<file path="src/rtl/bmu_multicycle_pkg.sv">
// Shared definitions for the bit-manipulation units: option codes, FSM
// encoding, operation classes and the STEP-derived base latency.
package bmu_multicycle_pkg;

    localparam logic [4:0] OPT_CLMUL  = 5'b00001;
    localparam logic [4:0] OPT_CLMULH = 5'b00010;
    localparam logic [4:0] OPT_CLMULR = 5'b00011;
    localparam logic [4:0] OPT_CLZ    = 5'b00100;
    localparam logic [4:0] OPT_CPOP   = 5'b00101;
    localparam logic [4:0] OPT_CTZ    = 5'b00110;

    typedef enum logic [1:0] {
        ST_IDLE = 2'd0,
        ST_RUN  = 2'd1,
        ST_DONE = 2'd2
    } state_e;

    typedef enum logic [2:0] {
        CLS_NONE  = 3'd0,
        CLS_CLMUL = 3'd1,
        CLS_CLZ   = 3'd2,
        CLS_CTZ   = 3'd3,
        CLS_CPOP  = 3'd4
    } op_cls_e;

    function automatic int bmu_lat(input int step);
        return 32 / step;
    endfunction

    function automatic op_cls_e bmu_op_class(input logic [4:0] op);
        case (op)
            OPT_CLMUL, OPT_CLMULH, OPT_CLMULR: return CLS_CLMUL;
            OPT_CLZ:                           return CLS_CLZ;
            OPT_CTZ:                           return CLS_CTZ;
            OPT_CPOP:                          return CLS_CPOP;
            default:                           return CLS_NONE;
        endcase
    endfunction

endpackage

</file>
<file path="src/rtl/bmu_mc_step.sv">
// One iteration of the multi-cycle unit: folds a STEP-bit chunk into the
// carry-less product or the running count.
module bmu_mc_step
    import bmu_multicycle_pkg::*;
#(
    parameter int STEP = 1
) (
    input  op_cls_e          cls_i,
    input  logic [STEP-1:0]  chunk_i,
    input  logic [5:0]       pos_i,
    input  logic [31:0]      x_i,
    input  logic [63:0]      p_i,
    input  logic [5:0]       cnt_i,
    input  logic             found_i,
    output logic [63:0]      p_o,
    output logic [5:0]       cnt_o,
    output logic             found_o
);

    always_comb begin
        p_o     = p_i;
        cnt_o   = cnt_i;
        found_o = found_i;
        case (cls_i)
            CLS_CLMUL: begin
                for (int j = 0; j < STEP; j++) begin
                    if (chunk_i[j]) begin
                        p_o = p_o ^ ({32'd0, x_i} << (pos_i + 6'(j)));
                    end
                end
            end
            CLS_CPOP: begin
                for (int j = 0; j < STEP; j++) begin
                    cnt_o = cnt_o + {5'd0, chunk_i[j]};
                end
            end
            CLS_CTZ: begin
                for (int j = 0; j < STEP; j++) begin
                    if (!found_o) begin
                        if (chunk_i[j]) found_o = 1'b1;
                        else            cnt_o   = cnt_o + 6'd1;
                    end
                end
            end
            CLS_CLZ: begin
                // CLZ chunks arrive MSB-aligned, so scan from the top bit down
                for (int j = 0; j < STEP; j++) begin
                    if (!found_o) begin
                        if (chunk_i[STEP-1-j]) found_o = 1'b1;
                        else                   cnt_o   = cnt_o + 6'd1;
                    end
                end
            end
            default: begin
                p_o = p_i;
            end
        endcase
    end

endmodule

</file>
<file path="src/rtl/bmu_multicycle.sv">
// Iterative CLMUL/CLMULH/CLMULR/CLZ/CPOP/CTZ unit, STEP bits per cycle.
// Define BMU_EARLY_EXIT_EN to leave RUN as soon as no work remains.
//
// state   | meaning
// IDLE    | waiting for start, result held
// RUN     | consuming STEP bits per cycle, busy=1
// DONE    | one-cycle done pulse, result valid
module bmu_multicycle
    import bmu_multicycle_pkg::*;
#(
    parameter int STEP = 1
) (
    input  logic        clk,
    input  logic        rst_n,
    input  logic        start,
    input  logic [4:0]  option,
    input  logic [31:0] BMU_in_X,
    input  logic [31:0] BMU_in_Y,
    output logic        busy,
    output logic        done,
    output logic [31:0] BMU_out_S
);

    localparam int         LAT   = bmu_lat(STEP);
    localparam logic [5:0] LAT6  = 6'(LAT);
    localparam logic [5:0] STEP6 = 6'(STEP);

    if (STEP != 1 && STEP != 2 && STEP != 4 && STEP != 8) begin : g_bad_step
        $error("bmu_multicycle: STEP must be 1, 2, 4 or 8");
    end

    state_e      state_q, state_d;
    logic [4:0]  op_q, op_d;
    logic [31:0] x_q, x_d;
    logic [31:0] y_q, y_d;
    logic [63:0] p_q, p_d;
    logic [5:0]  cnt_q, cnt_d;
    logic        found_q, found_d;
    logic [5:0]  ctr_q, ctr_d;
    logic [31:0] out_q, out_d;

    op_cls_e         cls;
    logic [5:0]      pos;
    logic [31:0]     src;
    logic [STEP-1:0] chunk;
    logic [63:0]     step_p;
    logic [5:0]      step_cnt;
    logic            step_found;
    logic [31:0]     res;
    logic            early;

    assign cls = bmu_op_class(op_q);
    // Counter runs LAT..1, so the chunk index is LAT minus the counter
    assign pos = (LAT6 - ctr_q) * STEP6;
    assign src = (cls == CLS_CLMUL) ? y_q : x_q;
    assign chunk = (cls == CLS_CLZ) ? STEP'((src << pos) >> (32 - STEP))
                                    : STEP'(src >> pos);

    bmu_mc_step #(.STEP(STEP)) u_step (
        .cls_i   (cls),
        .chunk_i (chunk),
        .pos_i   (pos),
        .x_i     (x_q),
        .p_i     (p_q),
        .cnt_i   (cnt_q),
        .found_i (found_q),
        .p_o     (step_p),
        .cnt_o   (step_cnt),
        .found_o (step_found)
    );

`ifdef BMU_EARLY_EXIT_EN
    logic rest_zero;
    assign rest_zero = ((src >> (pos + STEP6)) == 32'd0);

    always_comb begin
        early = 1'b0;
        case (cls)
            CLS_CLMUL, CLS_CPOP: early = rest_zero;
            CLS_CLZ, CLS_CTZ:    early = step_found;
            default:             early = 1'b0;
        endcase
    end
`else
    assign early = 1'b0;
`endif

    always_comb begin
        res = 32'd0;
        case (op_q)
            OPT_CLMUL:  res = step_p[31:0];
            OPT_CLMULH: res = step_p[63:32];
            OPT_CLMULR: res = step_p[62:31];
            default:    res = {26'd0, step_cnt};
        endcase
    end

    always_comb begin
        state_d = state_q;
        op_d    = op_q;
        x_d     = x_q;
        y_d     = y_q;
        p_d     = p_q;
        cnt_d   = cnt_q;
        found_d = found_q;
        ctr_d   = ctr_q;
        out_d   = out_q;
        case (state_q)
            ST_IDLE: begin
                if (start) begin
                    op_d    = option;
                    x_d     = BMU_in_X;
                    y_d     = BMU_in_Y;
                    p_d     = 64'd0;
                    cnt_d   = 6'd0;
                    found_d = 1'b0;
                    ctr_d   = LAT6;
                    if (bmu_op_class(option) == CLS_NONE) begin
                        out_d   = 32'd0;
                        state_d = ST_DONE;
                    end else begin
                        state_d = ST_RUN;
                    end
                end
            end
            ST_RUN: begin
                p_d     = step_p;
                cnt_d   = step_cnt;
                found_d = step_found;
                ctr_d   = ctr_q - 6'd1;
                if (ctr_q == 6'd1 || early) begin
                    out_d   = res;
                    state_d = ST_DONE;
                end
            end
            ST_DONE: begin
                state_d = ST_IDLE;
            end
            default: begin
                state_d = ST_IDLE;
            end
        endcase
    end

    always_ff @(posedge clk or negedge rst_n) begin
        if (!rst_n) begin
            state_q <= ST_IDLE;
            op_q    <= 5'd0;
            x_q     <= 32'd0;
            y_q     <= 32'd0;
            p_q     <= 64'd0;
            cnt_q   <= 6'd0;
            found_q <= 1'b0;
            ctr_q   <= 6'd0;
            out_q   <= 32'd0;
        end else begin
            state_q <= state_d;
            op_q    <= op_d;
            x_q     <= x_d;
            y_q     <= y_d;
            p_q     <= p_d;
            cnt_q   <= cnt_d;
            found_q <= found_d;
            ctr_q   <= ctr_d;
            out_q   <= out_d;
        end
    end

    assign busy      = (state_q == ST_RUN);
    assign done      = (state_q == ST_DONE);
    assign BMU_out_S = out_q;

endmodule

</file>
<file path="config.mk">
export PLATFORM = sky130hd
export DESIGN_NAME = bmu_multicycle
export DESIGN_NICKNAME = d
export VERILOG_FILES = /design/src/rtl/bmu_multicycle_pkg.sv /design/src/rtl/bmu_mc_step.sv /design/src/rtl/bmu_multicycle.sv
export SDC_FILE = /design/constraint.sdc
export NUM_CORES = 1
export LEC_CHECK = 0
export CAP_MARGIN = 10
export CORE_ASPECT_RATIO = 0.6
export CORE_UTILIZATION = 64
export CTS_CLUSTER_SIZE = 20
export DETAILED_ROUTE_END_ITERATION = 8
export GPL_ROUTABILITY_DRIVEN = 1
export PLACE_DENSITY_LB_ADDON = 0.05
export REMOVE_ABC_BUFFERS = 1
export SLEW_MARGIN = 10
export SYNTH_ARGS = -nofsm -noshare
export SYNTH_HDL_FRONTEND = slang
export SYNTH_SLANG_ARGS = --single-unit
</file>
<file path="constraint.sdc">
create_clock -name clk -period 7.2 [get_ports clk]
set_clock_uncertainty 0.1 [all_clocks]
set_input_delay 0.72 -clock clk [delete_from_list [all_inputs] [get_ports clk]]
set_output_delay 0.72 -clock clk [all_outputs]
set_load 0.005 [all_outputs]
</file>
==> results_dict.tcl <==
set metrics [dict create \
    status "complete, but fails checks" \
    violations "DRC" \
    dp_cells 1579 \
    postCtsSetupBuffers 0 \
    grt_max_degree 84 \
    r2r-start "ctr_q[1]" \
    ys_dominant_reg_cell "dfrtp_1" \
    synth_edf_count 0 \
    cts_buffers 17 \
    final_cell_count_no_fill 1611 \
    hold_viol 0 \
    grtUsageTotal_pct 42.3 \
    boundaryPins 106 \
    final_area_mm2 0.0139 \
    drive_gt1_share_pct 14.5 \
    start_util_pct 66.5 \
    cts.repair.resized 0 \
    place.port_buffers 105 \
    dieHeight_um 109 \
    fp.dieArea_mm2 0.0196 \
    worst-path-stages 13 \
    synth_compound_area_share_pct 21.3 \
    cp-start-kind "register" \
    r2r_slack_ps 1790 \
    power_density_mw_per_mm2 514 \
    drc 1 \
    drv_cap 0 \
    post_dp_cell_area_mm2 0.0133 \
    nets 1435 \
    cts_tree "built" \
    yosysWarnings 0 \
    relSlewSlack_pct 19.1 \
    setup_viol 0 \
    yosysTopAreaCellShare_pct 36.9 \
    grt_pass1_vias 10609 \
    clk-insertion-delay-late_ps 450 \
    period_share_pct 75.1 \
    cts_hold_buf 0 \
    synth_xor_area_share_pct 5.17 \
    path_clk_slew_ps 70 \
    synth_mux_area_share_pct 17.1 \
    ys_ff_latch 180 \
    hpwl_mm 28.1 \
    path_max_fanout 83 \
    num_antenna_cells 0 \
    antenna_found_initial 1 \
    fillers 1297 \
    yosysSeqAreaShare_pct 36.9 \
    critical-path-top-delay-family "simple AND/OR/NAND/NOR gates" \
    drtPass1Iterations 9 \
    cts_buffer_depth 2 \
    pre_cts_ws_ps 2190 \
    die_w_um 180 \
    maxSlewViolCount 0 \
    grt_pass1_wl_mm 62.2 \
    cp-end-kind "register" \
    leakage_nw 5.59 \
    yosys.cell_types.count 83 \
    rsz0062_at_grt "no" \
    synth.area.top_cells "dfrtp_1 (37%), mux2_2 (7.8%), nand2_1 (5.4%)" \
    coreArea_mm2 0.0184 \
    syn_avg_cell_area_um2 9.28 \
    htreeDepth 4 \
    path_cells "inv_1 -> ha_4 -> mux2i_1 -> nand4_1 -> o311ai_0 -> a211o_1 -> and4_4 -> nor3_4 -> and2_2 -> and3_1 -> xor2_1 -> a222oi_1 -> o21ai_0" \
    synth_common_cells "dfrtp_1 (180), nand2_1 (177), o21ai_0 (121)" \
    synth_adder_area_share_pct 0.513 \
    grt_overflow 0 \
    synth_most_common_cell "dfrtp_1" \
    wirelength_mm 40.3 \
    ant_nets 0 \
    yosys.area_share.simple_pct 14.5 \
    cp_data_required_time_ps 7370 \
    cts_root_buffer "clkbuf_16" \
    period_minus_slack_ps 5410 \
    tightest_slew_ps 1210 \
    wl_per_cell_um 25.0 \
    worstRegToRegCells 13 \
    setup_ws_ps 1790 \
    fmax_mhz 185 \
    syn_inst 1314 \
    num_vias 11444 \
    yosys.area.top_type "dfrtp_1" \
    peakVddDrop_uv 284 \
    syn_area_mm2 0.0122 \
    syn2layout_area_growth_pct 14.1 \
    via_per_inst 7.10 \
    clock-sinks 180 \
    hold_class "in -> async" \
    critPathMaxStageDelay_ps 960 \
    cpMaxStageDelayCell "ha_4" \
    path_buf_inv 1 \
    async_flop_share_pct 100 \
    gp_congestion 1.02 \
    drt-initial-drc-count 1990 \
    arrival_ps 5570 \
    path_class "reg -> reg" \
    reg2reg_to "BMU_out_S[27]" \
    num_rows 38 \
    synth_top_family_by_area "compound AO/OA/AOI/OAI gates" \
]
==> worst max path at each step <==
stage | startpoint | endpoint | slack [ps]
floorplan | start | cnt_q[3] | -2910
global route | ctr_q[1] | BMU_out_S[27] | 1700
global placement | ctr_q[1] | BMU_out_S[27] | 2230
detailed placement | ctr_q[1] | BMU_out_S[27] | 2190
finish | ctr_q[1] | BMU_out_S[27] | 1790
CTS | ctr_q[1] | BMU_out_S[27] | 2090
==> final cells by class <==
type	instances	area (um^2)	share of cell area, %
repair buffers	130	1240	8.91
clock inverters	10	119	0.854
inverters	9	33.8	0.243
clock buffers	22	494	3.55
multi-input cells	1020	7220	51.9
flip-flops and latches	180	4510	32.4
well taps	240	300	2.16
==> cells by family after synthesis <==
logic type / Yosys count
AO/OA/AOI/OAI: 397
XOR/XNOR: 72
adder cells (fa/ha/maj): 5
buffers and inverters: 114
flip-flops: 180
multiplexers: 171
AND/OR/NAND/NOR: 375
==> metrics by stage <==
stage | power, mW | utilization, % | hold slack [ps] | setup TNS, ps
6_report | 7.15 | 75.8 | 153 | 0
2_1_floorplan | 4.54 | - | 324 | -240040
3_3_place_gp | 5.85 | 72.5 | 373 | 0
3_5_place_dp | 5.91 | 72.5 | 383 | 0
4_1_cts | 6.92 | 75.8 | 173 | 0
5_1_grt | 7.46 | 75.8 | 194 | 0
==> report_power, final <==
| group | internal (mW) | total, mW | switching, mW | leakage [nW] |
|---|---|---|---|---|
| clock network | 0.560 | 0.988 | 0.429 | 0.295 |
| logic | 1.59 | 4.56 | 2.97 | 2.95 |
| registers | 1.25 | 1.60 | 0.354 | 2.35 |
==> routing by layer <==
| layer | global-route usage [%] | up-vias | part of all wire, % | routed length, um |
|---|---|---|---|---|
| met5 | 2.75 | - | 0.19 | 77 |
| met4 | 11.0 | 2 | 1.9 | 756 |
| met3 | 17.2 | 85 | 16 | 6300 |
| met2 | 59.8 | 889 | 41 | 16600 |
| met1 | 59.6 | 5541 | 41 | 16600 |
| li1 | - | 4927 | - | - |
==> cell usage in the layout, fill, tap and decap left out, types with 15 or more instances in the layout <==
cell             Yosys  final
xor2_1              40     37
mux2_2              84     84
nand2_1            177    177
clkbuf_16            0     17
xnor2_1             32     30
o31ai_1             48     48
mux4_2              21     21
a21o_1              15     15
a31oi_1             24     24
nor2_1              72     71
buf_4                9     25
nand3_1             45     45
a21oi_1             62     62
dfrtp_1            180    179
o22ai_1             25     25
o21ai_0            121    121
mux2i_1             65     65
clkdlybuf4s50_1      0    104
==> registers in the layout, indices dropped and copies added (netlist names) <==
name / flops
BMU_out_S: 32
cnt_q: 6
ctr_q: 6
found_q: 1
op_q: 5
p_q: 64
state_q: 2
x_q: 32
y_q: 32
Power figures use the tool's default switching activity.
